===== src/rtl/mmm_nlp_arb_if.sv =====
`default_nettype none
// ---------------------------------------------------------------------------
// mmm_nlp_arb_if: client, multiplier and result bundle for mmm_nlp_arb. Rev 1.0
// ---------------------------------------------------------------------------
interface mmm_nlp_arb_if #(
  parameter int IDW = 90,
  parameter int ODW = 181,
  parameter int CW  = 16
);
  logic           i_req0_vld;
  logic [IDW-1:0] i_req0_a;
  logic [IDW-1:0] i_req0_b;
  logic           o_req0_rdy;
  logic           i_req1_vld;
  logic [IDW-1:0] i_req1_a;
  logic [IDW-1:0] i_req1_b;
  logic           o_req1_rdy;
  logic [IDW-1:0] o_mul_a;
  logic [IDW-1:0] o_mul_b;
  logic [ODW-1:0] i_mul_res;
  logic           o_res_vld;
  logic           o_res_id;
  logic [ODW-1:0] o_res;
  logic           o_busy;
  logic [CW-1:0]  o_cnt0;
  logic [CW-1:0]  o_cnt1;

  modport slave (
    input  i_req0_vld, i_req0_a, i_req0_b, i_req1_vld, i_req1_a, i_req1_b, i_mul_res,
    output o_req0_rdy, o_req1_rdy, o_mul_a, o_mul_b, o_res_vld, o_res_id, o_res,
           o_busy, o_cnt0, o_cnt1
  );

  modport master (
    output i_req0_vld, i_req0_a, i_req0_b, i_req1_vld, i_req1_a, i_req1_b, i_mul_res,
    input  o_req0_rdy, o_req1_rdy, o_mul_a, o_mul_b, o_res_vld, o_res_id, o_res,
           o_busy, o_cnt0, o_cnt1
  );
endinterface
`default_nettype wire


===== src/rtl/mmm_nlp_arb.sv =====
`default_nettype none
// ---------------------------------------------------------------------------
// mmm_nlp_arb: round-robin sharing of one pipelined multiplier by two clients. Rev 1.0
// ---------------------------------------------------------------------------
module mmm_nlp_arb #(
  parameter int IDW = 90,
  parameter int ODW = 181,
  parameter int LAT = 4,
  parameter int CW  = 16
) (
  input  logic          i_clk,
  input  logic          i_rst,
  mmm_nlp_arb_if.slave  bus
);

  logic           gnt0;
  logic           gnt1;
  logic           ptr_q, ptr_d;
  logic [IDW-1:0] mul_a_q, mul_a_d;
  logic [IDW-1:0] mul_b_q, mul_b_d;
  // Stage k holds the op issued k edges ago; the product is captured one edge
  // after it appears on i_mul_res, hence LAT+1 stages.
  logic [LAT:0]   trk_vld_q, trk_vld_d;
  logic [LAT:0]   trk_id_q, trk_id_d;
  logic           res_vld_q, res_vld_d;
  logic           res_id_q, res_id_d;
  logic [ODW-1:0] res_q, res_d;
  logic [CW-1:0]  cnt0_q, cnt0_d;
  logic [CW-1:0]  cnt1_q, cnt1_d;

  always_comb begin
    gnt0 = 1'b0;
    gnt1 = 1'b0;
    if (!i_rst) begin
      if (bus.i_req0_vld && bus.i_req1_vld) begin
        gnt0 = ~ptr_q;
        gnt1 = ptr_q;
      end else begin
        gnt0 = bus.i_req0_vld;
        gnt1 = bus.i_req1_vld;
      end
    end
  end

  always_comb begin
    ptr_d     = ptr_q;
    mul_a_d   = '0;
    mul_b_d   = '0;
    trk_vld_d = {trk_vld_q[LAT-1:0], gnt0 | gnt1};
    trk_id_d  = {trk_id_q[LAT-1:0], gnt1};
    res_vld_d = trk_vld_q[LAT];
    res_id_d  = res_id_q;
    res_d     = res_q;
    cnt0_d    = cnt0_q;
    cnt1_d    = cnt1_q;

    if (gnt0) begin
      ptr_d   = 1'b1;
      mul_a_d = bus.i_req0_a;
      mul_b_d = bus.i_req0_b;
    end else if (gnt1) begin
      ptr_d   = 1'b0;
      mul_a_d = bus.i_req1_a;
      mul_b_d = bus.i_req1_b;
    end

    if (trk_vld_q[LAT]) begin
      res_id_d = trk_id_q[LAT];
      res_d    = bus.i_mul_res;
      if (trk_id_q[LAT]) cnt1_d = cnt1_q + CW'(1);
      else               cnt0_d = cnt0_q + CW'(1);
    end
  end

  always_ff @(posedge i_clk or posedge i_rst) begin
    if (i_rst) begin
      ptr_q     <= 1'b0;
      mul_a_q   <= '0;
      mul_b_q   <= '0;
      trk_vld_q <= '0;
      trk_id_q  <= '0;
      res_vld_q <= 1'b0;
      res_id_q  <= 1'b0;
      res_q     <= '0;
      cnt0_q    <= '0;
      cnt1_q    <= '0;
    end else begin
      ptr_q     <= ptr_d;
      mul_a_q   <= mul_a_d;
      mul_b_q   <= mul_b_d;
      trk_vld_q <= trk_vld_d;
      trk_id_q  <= trk_id_d;
      res_vld_q <= res_vld_d;
      res_id_q  <= res_id_d;
      res_q     <= res_d;
      cnt0_q    <= cnt0_d;
      cnt1_q    <= cnt1_d;
    end
  end

  assign bus.o_req0_rdy = gnt0;
  assign bus.o_req1_rdy = gnt1;
  assign bus.o_mul_a    = mul_a_q;
  assign bus.o_mul_b    = mul_b_q;
  assign bus.o_res_vld  = res_vld_q;
  assign bus.o_res_id   = res_id_q;
  assign bus.o_res      = res_q;
  assign bus.o_busy     = (|trk_vld_q) | res_vld_q;
  assign bus.o_cnt0     = cnt0_q;
  assign bus.o_cnt1     = cnt1_q;

endmodule
`default_nettype wire


===== src/flat_wrapper.sv =====
// flat-port wrapper written by rule: the top's interface ports become plain ports
module mmm_nlp_arb_flat 
#(
  parameter int IDW = 90,
  parameter int ODW = 181,
  parameter int LAT = 4,
  parameter int CW  = 16
)
  (i_clk, i_rst, bus_i_req0_vld, bus_i_req0_a, bus_i_req0_b, bus_i_req1_vld, bus_i_req1_a, bus_i_req1_b, bus_i_mul_res, bus_o_req0_rdy, bus_o_req1_rdy, bus_o_mul_a, bus_o_mul_b, bus_o_res_vld, bus_o_res_id, bus_o_res, bus_o_busy, bus_o_cnt0, bus_o_cnt1);
  mmm_nlp_arb_if #(.IDW(IDW), .ODW(ODW), .CW(CW)) bus_i ();
  input  logic i_clk;
  input  logic i_rst;
  input wire logic [$bits(bus_i.i_req0_vld)-1:0] bus_i_req0_vld;
  input wire logic [$bits(bus_i.i_req0_a)-1:0] bus_i_req0_a;
  input wire logic [$bits(bus_i.i_req0_b)-1:0] bus_i_req0_b;
  input wire logic [$bits(bus_i.i_req1_vld)-1:0] bus_i_req1_vld;
  input wire logic [$bits(bus_i.i_req1_a)-1:0] bus_i_req1_a;
  input wire logic [$bits(bus_i.i_req1_b)-1:0] bus_i_req1_b;
  input wire logic [$bits(bus_i.i_mul_res)-1:0] bus_i_mul_res;
  output wire logic [$bits(bus_i.o_req0_rdy)-1:0] bus_o_req0_rdy;
  output wire logic [$bits(bus_i.o_req1_rdy)-1:0] bus_o_req1_rdy;
  output wire logic [$bits(bus_i.o_mul_a)-1:0] bus_o_mul_a;
  output wire logic [$bits(bus_i.o_mul_b)-1:0] bus_o_mul_b;
  output wire logic [$bits(bus_i.o_res_vld)-1:0] bus_o_res_vld;
  output wire logic [$bits(bus_i.o_res_id)-1:0] bus_o_res_id;
  output wire logic [$bits(bus_i.o_res)-1:0] bus_o_res;
  output wire logic [$bits(bus_i.o_busy)-1:0] bus_o_busy;
  output wire logic [$bits(bus_i.o_cnt0)-1:0] bus_o_cnt0;
  output wire logic [$bits(bus_i.o_cnt1)-1:0] bus_o_cnt1;
  assign bus_i.i_req0_vld = bus_i_req0_vld;
  assign bus_i.i_req0_a = bus_i_req0_a;
  assign bus_i.i_req0_b = bus_i_req0_b;
  assign bus_i.i_req1_vld = bus_i_req1_vld;
  assign bus_i.i_req1_a = bus_i_req1_a;
  assign bus_i.i_req1_b = bus_i_req1_b;
  assign bus_i.i_mul_res = bus_i_mul_res;
  assign bus_o_req0_rdy = bus_i.o_req0_rdy;
  assign bus_o_req1_rdy = bus_i.o_req1_rdy;
  assign bus_o_mul_a = bus_i.o_mul_a;
  assign bus_o_mul_b = bus_i.o_mul_b;
  assign bus_o_res_vld = bus_i.o_res_vld;
  assign bus_o_res_id = bus_i.o_res_id;
  assign bus_o_res = bus_i.o_res;
  assign bus_o_busy = bus_i.o_busy;
  assign bus_o_cnt0 = bus_i.o_cnt0;
  assign bus_o_cnt1 = bus_i.o_cnt1;
  mmm_nlp_arb #(.IDW(IDW), .ODW(ODW), .LAT(LAT), .CW(CW)) u_core (.i_clk(i_clk), .i_rst(i_rst), .bus(bus_i));
endmodule

===== config.mk =====
export PLATFORM = sky130hd
export DESIGN_NAME = mmm_nlp_arb_flat
export DESIGN_NICKNAME = d
export VERILOG_FILES = /design/src/rtl/mmm_nlp_arb_if.sv /design/src/rtl/mmm_nlp_arb.sv /design/src/flat_wrapper.sv
export SDC_FILE = /design/constraint.sdc
export NUM_CORES = 1
export LEC_CHECK = 0
export CORE_AREA = 2 2 371 373
export CTS_BUF_LIST = sky130_fd_sc_hd__clkbuf_2 sky130_fd_sc_hd__clkbuf_4 sky130_fd_sc_hd__clkbuf_8
export DETAILED_ROUTE_END_ITERATION = 12
export DIE_AREA = 0 0 373 375
export PLACE_DENSITY = 0.4
export SLEW_MARGIN = 20
export SYNTH_ARGS = -nofsm -noshare
export SYNTH_HDL_FRONTEND = slang
export SYNTH_SLANG_ARGS = --single-unit

===== constraint.sdc =====
create_clock -name i_clk -period 19.1 [get_ports i_clk]
set_input_delay 2.865 -clock i_clk [delete_from_list [all_inputs] [get_ports i_clk]]
set_output_delay 2.865 -clock i_clk [all_outputs]
set_load 0.02 [all_outputs]

# Word-level counts from Yosys, hierarchy flattened

Index checks and enable logic that the tools add are counted.

Add/subtract/negate cells: 2
Mux-type cells: 10
Bitwise operators: 4
Reduce and logical (&&, ||, !) cells: 5

Operators by type and width:

| operator                                                        | count |
|---|---|
| 90-bit 2-to-1 mux                                               | 4 |
| 16-bit by 1-bit adder with 16-bit output, second input constant | 2 |
| 1-bit 2-to-1 mux                                                | 6 |
| 5-bit OR reduction                                              | 1 |
| 2-bit AND reduction                                             | 2 |
| 1-bit NOT                                                       | 2 |
| 1-bit OR                                                        | 2 |
| 2-bit nonzero test                                              | 1 |
| 1-bit logical AND                                               | 1 |

Flip-flop bits (word level): 406
Bits of input ports: 545
Output and inout port bits: 398
Logic and storage cells: 31

# Longest topological paths before layout

Word-level depth: 5
Mapped depth: 6
Depth with buffers taken out: 5

# Least setup slack after synthesis

OpenSTA, ideal clock, no wires.

Path type: in2out
From: input port i_rst
To: output port bus_o_req1_rdy
Data arrival time: 12.538 ns
Data required time: 16.235 ns
Slack: 3.697 ns
Stages: 5
Path buffers: 2
Cells stage by stage: inv_1 nand2_1 a21oi_1 buf_2 buf_2

Longest elaborated chain between the ends: 1

RTL lines:

| what               | RTL line           | text |
|---|---|---|
| start: declaration | flat_wrapper.sv:12 | `input logic i_rst;` |
| 1-bit 2-to-1 mux   | mmm_nlp_arb.sv:34  | `if (!i_rst) begin` |
| end: declaration   | flat_wrapper.sv:21 | `output wire logic [$bits(bus_i.o_req1_rdy)-1:0] bus_o_req1_rdy;` |

Every way passes these cells.

# Final worst setup path

From: input port i_rst
To: output port bus_o_req0_rdy

Longest elaborated chain between the ends: 1

RTL lines:

| what             | RTL line           | text |
|---|---|---|
| 1-bit 2-to-1 mux | mmm_nlp_arb.sv:34  |  |
| end: declaration | flat_wrapper.sv:20 | `output wire logic [$bits(bus_i.o_req0_rdy)-1:0] bus_o_req0_rdy;` |

Every way passes these cells.

==> impl_metrics.yaml <==
routing:
  vias: 12123
  wl_per_cell_um: 23.0
  viasPerCell: 3.21
  drt-pass1-iter-count: 4
  wl_um: 86900
  drtIter0Drc: 363
  ant_nets: 0
  drc: 0
min_path:
  hold_depth: 0
  hold_class: "reg2reg"
setup_path:
  crit_path_end_kind: "primary output"
  required_ns: 16.23
  worstPathMaxFanout: 52
  rr_worst_depth: 3
  arrival_ns: 5.34
  worst_setup_path_start_kind: "input port"
  setup.worst_path.class: "in2out"
timing:
  hold_violations: 0
  max_freq_mhz: 122
  setup_viol_count_final: 0
  slew_headroom_pct: 25.8
  clock_skew_ns: 0.0536
  tightestPinTransition_ns: 1.11
  period_share_pct: 43.0
  period_needed_ns: 8.21
  finalSetupTns_ns: 0
  grt_setup_unrepaired: "false"
  drv_slew: 0
floorplan:
  ios: 943
  die_width_um: 373
  rows: 136
  start_util_pct: 10.9
  die_h_um: 375
  core_um2: 136000
  die_area_um2: 140000
synthesis:
  avgSynthCellArea_um2: 16.0
  synth_top_area_share_pct: 68.5
  synth_area_leaders: "dfrtp_1 (68%), mux2_2 (14%), a22o_1 (11%)"
  synth_edf_count: 0
  syn_inst: 929
  synth_warnings: 0
  syn_nets: 1476
  yosysTopAreaCell: "dfrtp_1"
  synth_cell_type_count: 27
  dominantRegCellSynth: "dfrtp_1"
  syn_area_um2: 14800
  seq_area_frac_synth_pct: 68.5
  synth_seq_cells: 406
  async_reset_ff_share_pct: 100
  yosysMostFrequentCell: "dfrtp_1"
  synthTopCellsByCount: "dfrtp_1 (406), mux2_2 (183), a22o_1 (180)"
clock_tree:
  clkTransAtPathRegs_ns: 0.06
  postCtsSetupBuffers: 0
  cts_max_level: 3
  cts_buffer_depth: 3
  insertion_delay_ns: 0.76
  cts.repair.resized: 0
  cts_sinks: 406
  numCtsBuffers: 83
  cts_tree: "built"
  cts_root_buffer: "clkbuf_8"
  cts_hold_buffers: 0
grt:
  antenna_found_initial: 15
  grt_first_pass_wirelength_um: 116000
  grt_max_degree: 92
  grt_pass1_vias: 13638
  grt_overflow_total: 0
  grtUsageTotal_pct: 12.1
placement:
  gp_congestion: 0.849
  post-place-cells: 3618
  port_buffers: 942
  dpl.hpwl_um: 71200
layout:
  syn2layout_area_growth_pct: 90.2
  final_nets: 2456
  fin_cells: 3774
  multiInputGateArea_um2: 4360
  fillers: 14596
  drive_gt1_share_pct: 18.7
  seqCellArea_um2: 10200
flow_run:
  drv_cap: 0
power:
  ir_drop_v: 0.0000402
  leakage_nw: 11.4
  pwr_density_cell_nw_per_um2: 101
status:
  status: "finished, final reports clean"
==> report_power, final <==
part           internal [W]  total [W]  switching [W]  leakage (nW)
Clock              0.000577    0.00101       0.000431         0.987
Combinational      0.000398   0.000775       0.000377          5.31
Sequential         0.000981    0.00107      0.0000888          5.09
Total               0.00196    0.00285       0.000896          11.4
==> path summary, 6_finish.rpt <==
path | from | end | slack [ns]
setup / recovery | i_rst | bus_o_req0_rdy | 10.89
hold / removal | u_core.trk_id_q[2]$_DFF_PP0_ | u_core.trk_id_q[3]$_DFF_PP0_ | 0.35
setup reg to reg | u_core.trk_vld_q[4]$_DFF_PP0_ | u_core.bus.o_res[140]$_DFFE_PP0P_ | 15.89
hold reg to reg | u_core.trk_id_q[2]$_DFF_PP0_ | u_core.trk_id_q[3]$_DFF_PP0_ | 0.35
max in group asynchronous | i_rst | u_core.trk_vld_q[4]$_DFF_PP0_ | 13.57
min in group asynchronous | i_rst | u_core.bus.o_mul_a[67]$_DFF_PP0_ | 2.50
==> state kept, by name, indices dropped and copies added, names as in the netlist, 5 cells and up <==
signal	count
u_core.bus.o_cnt1	16
u_core.bus.o_mul_b	90
u_core.trk_id_q	5
u_core.trk_vld_q	5
u_core.bus.o_cnt0	16
u_core.bus.o_mul_a	90
u_core.bus.o_res	181
==> cells by family after synthesis <==
logic type                 after synthesis  synth area share [%]
DFF                                    406                  68.5
muxes                                  183                  13.9
AOI/OAI and AO/OA                      184                  10.8
xor gates and xnor gates                30                  1.77
adders and majority gates                2                 0.169
and+or+nand+nor                         56                  2.67
buffers and inverters                   68                  2.25
==> worst max-delay path: stages <==
cell	delay, ns
clkdlybuf4s50_1	0.49
inv_8	0.31
nand2_1	0.18
a21oi_4	0.14
buf_4	0.50
clkdlybuf4s50_1	0.73
==> area by class of cell <==
class,count,share of cell area (%)
clock inverters,19,0.678
repair buffers,956,33.8
multi-input cells,455,15.5
clock buffers,135,5.96
inverters,7,0.120
flip-flops and latches,406,36.0
diodes,2,0.0177
well taps,1794,7.95
==> cells in the final DEF, fill, tap and decap left out, drive strengths merged <==
master         instances
and2b                  1
nor3                   5
xor2                   8
nand4                 11
clkinvlp               3
buf                   14
and2                   1
dfrtp                406
o21ai                  2
or2                    1
a22o                 180
a21oi                  2
clkdlybuf4s50        942
diode                  2
nand3                  7
nand2                 16
nor4                   4
mux2                 183
ha                     2
nand3b                 1
clkbuf               135
inv                    8
nor2                   7
clkinv                14
and3                   2
bufinv                 1
xnor2                 22
==> metal layers <==
layer | wire length (µm) | GRT usage (%)
met1 | 31900 | 13.0
met2 | 41800 | 20.2
met3 | 10200 | 6.18
met4 | 2940 | 5.08
met5 | 128 | 0
==> per-stage QoR <==
| stage | instance area (µm²) | hold WS, ns | setup slack (ns) | utilization (%) | power [W] |
|---|---|---|---|---|---|
| 5_1_grt | 28200 | 0.357 | 10.73 | 20.7 | 0.00300 |
| 6_report | 28200 | 0.348 | 10.89 | 20.7 | 0.00285 |
| 4_1_cts | 28200 | 0.352 | 10.84 | 20.7 | 0.00293 |
| 3_5_place_dp | 26300 | 0.338 | 10.84 | 19.3 | 0.00188 |
| 3_3_place_gp | 26300 | 0.337 | 10.84 | 19.3 | 0.00187 |
| 2_1_floorplan | 14800 | 0.331 | 3.70 | - | 0.00138 |
Note: power is estimated with default switching activity, not from simulation.
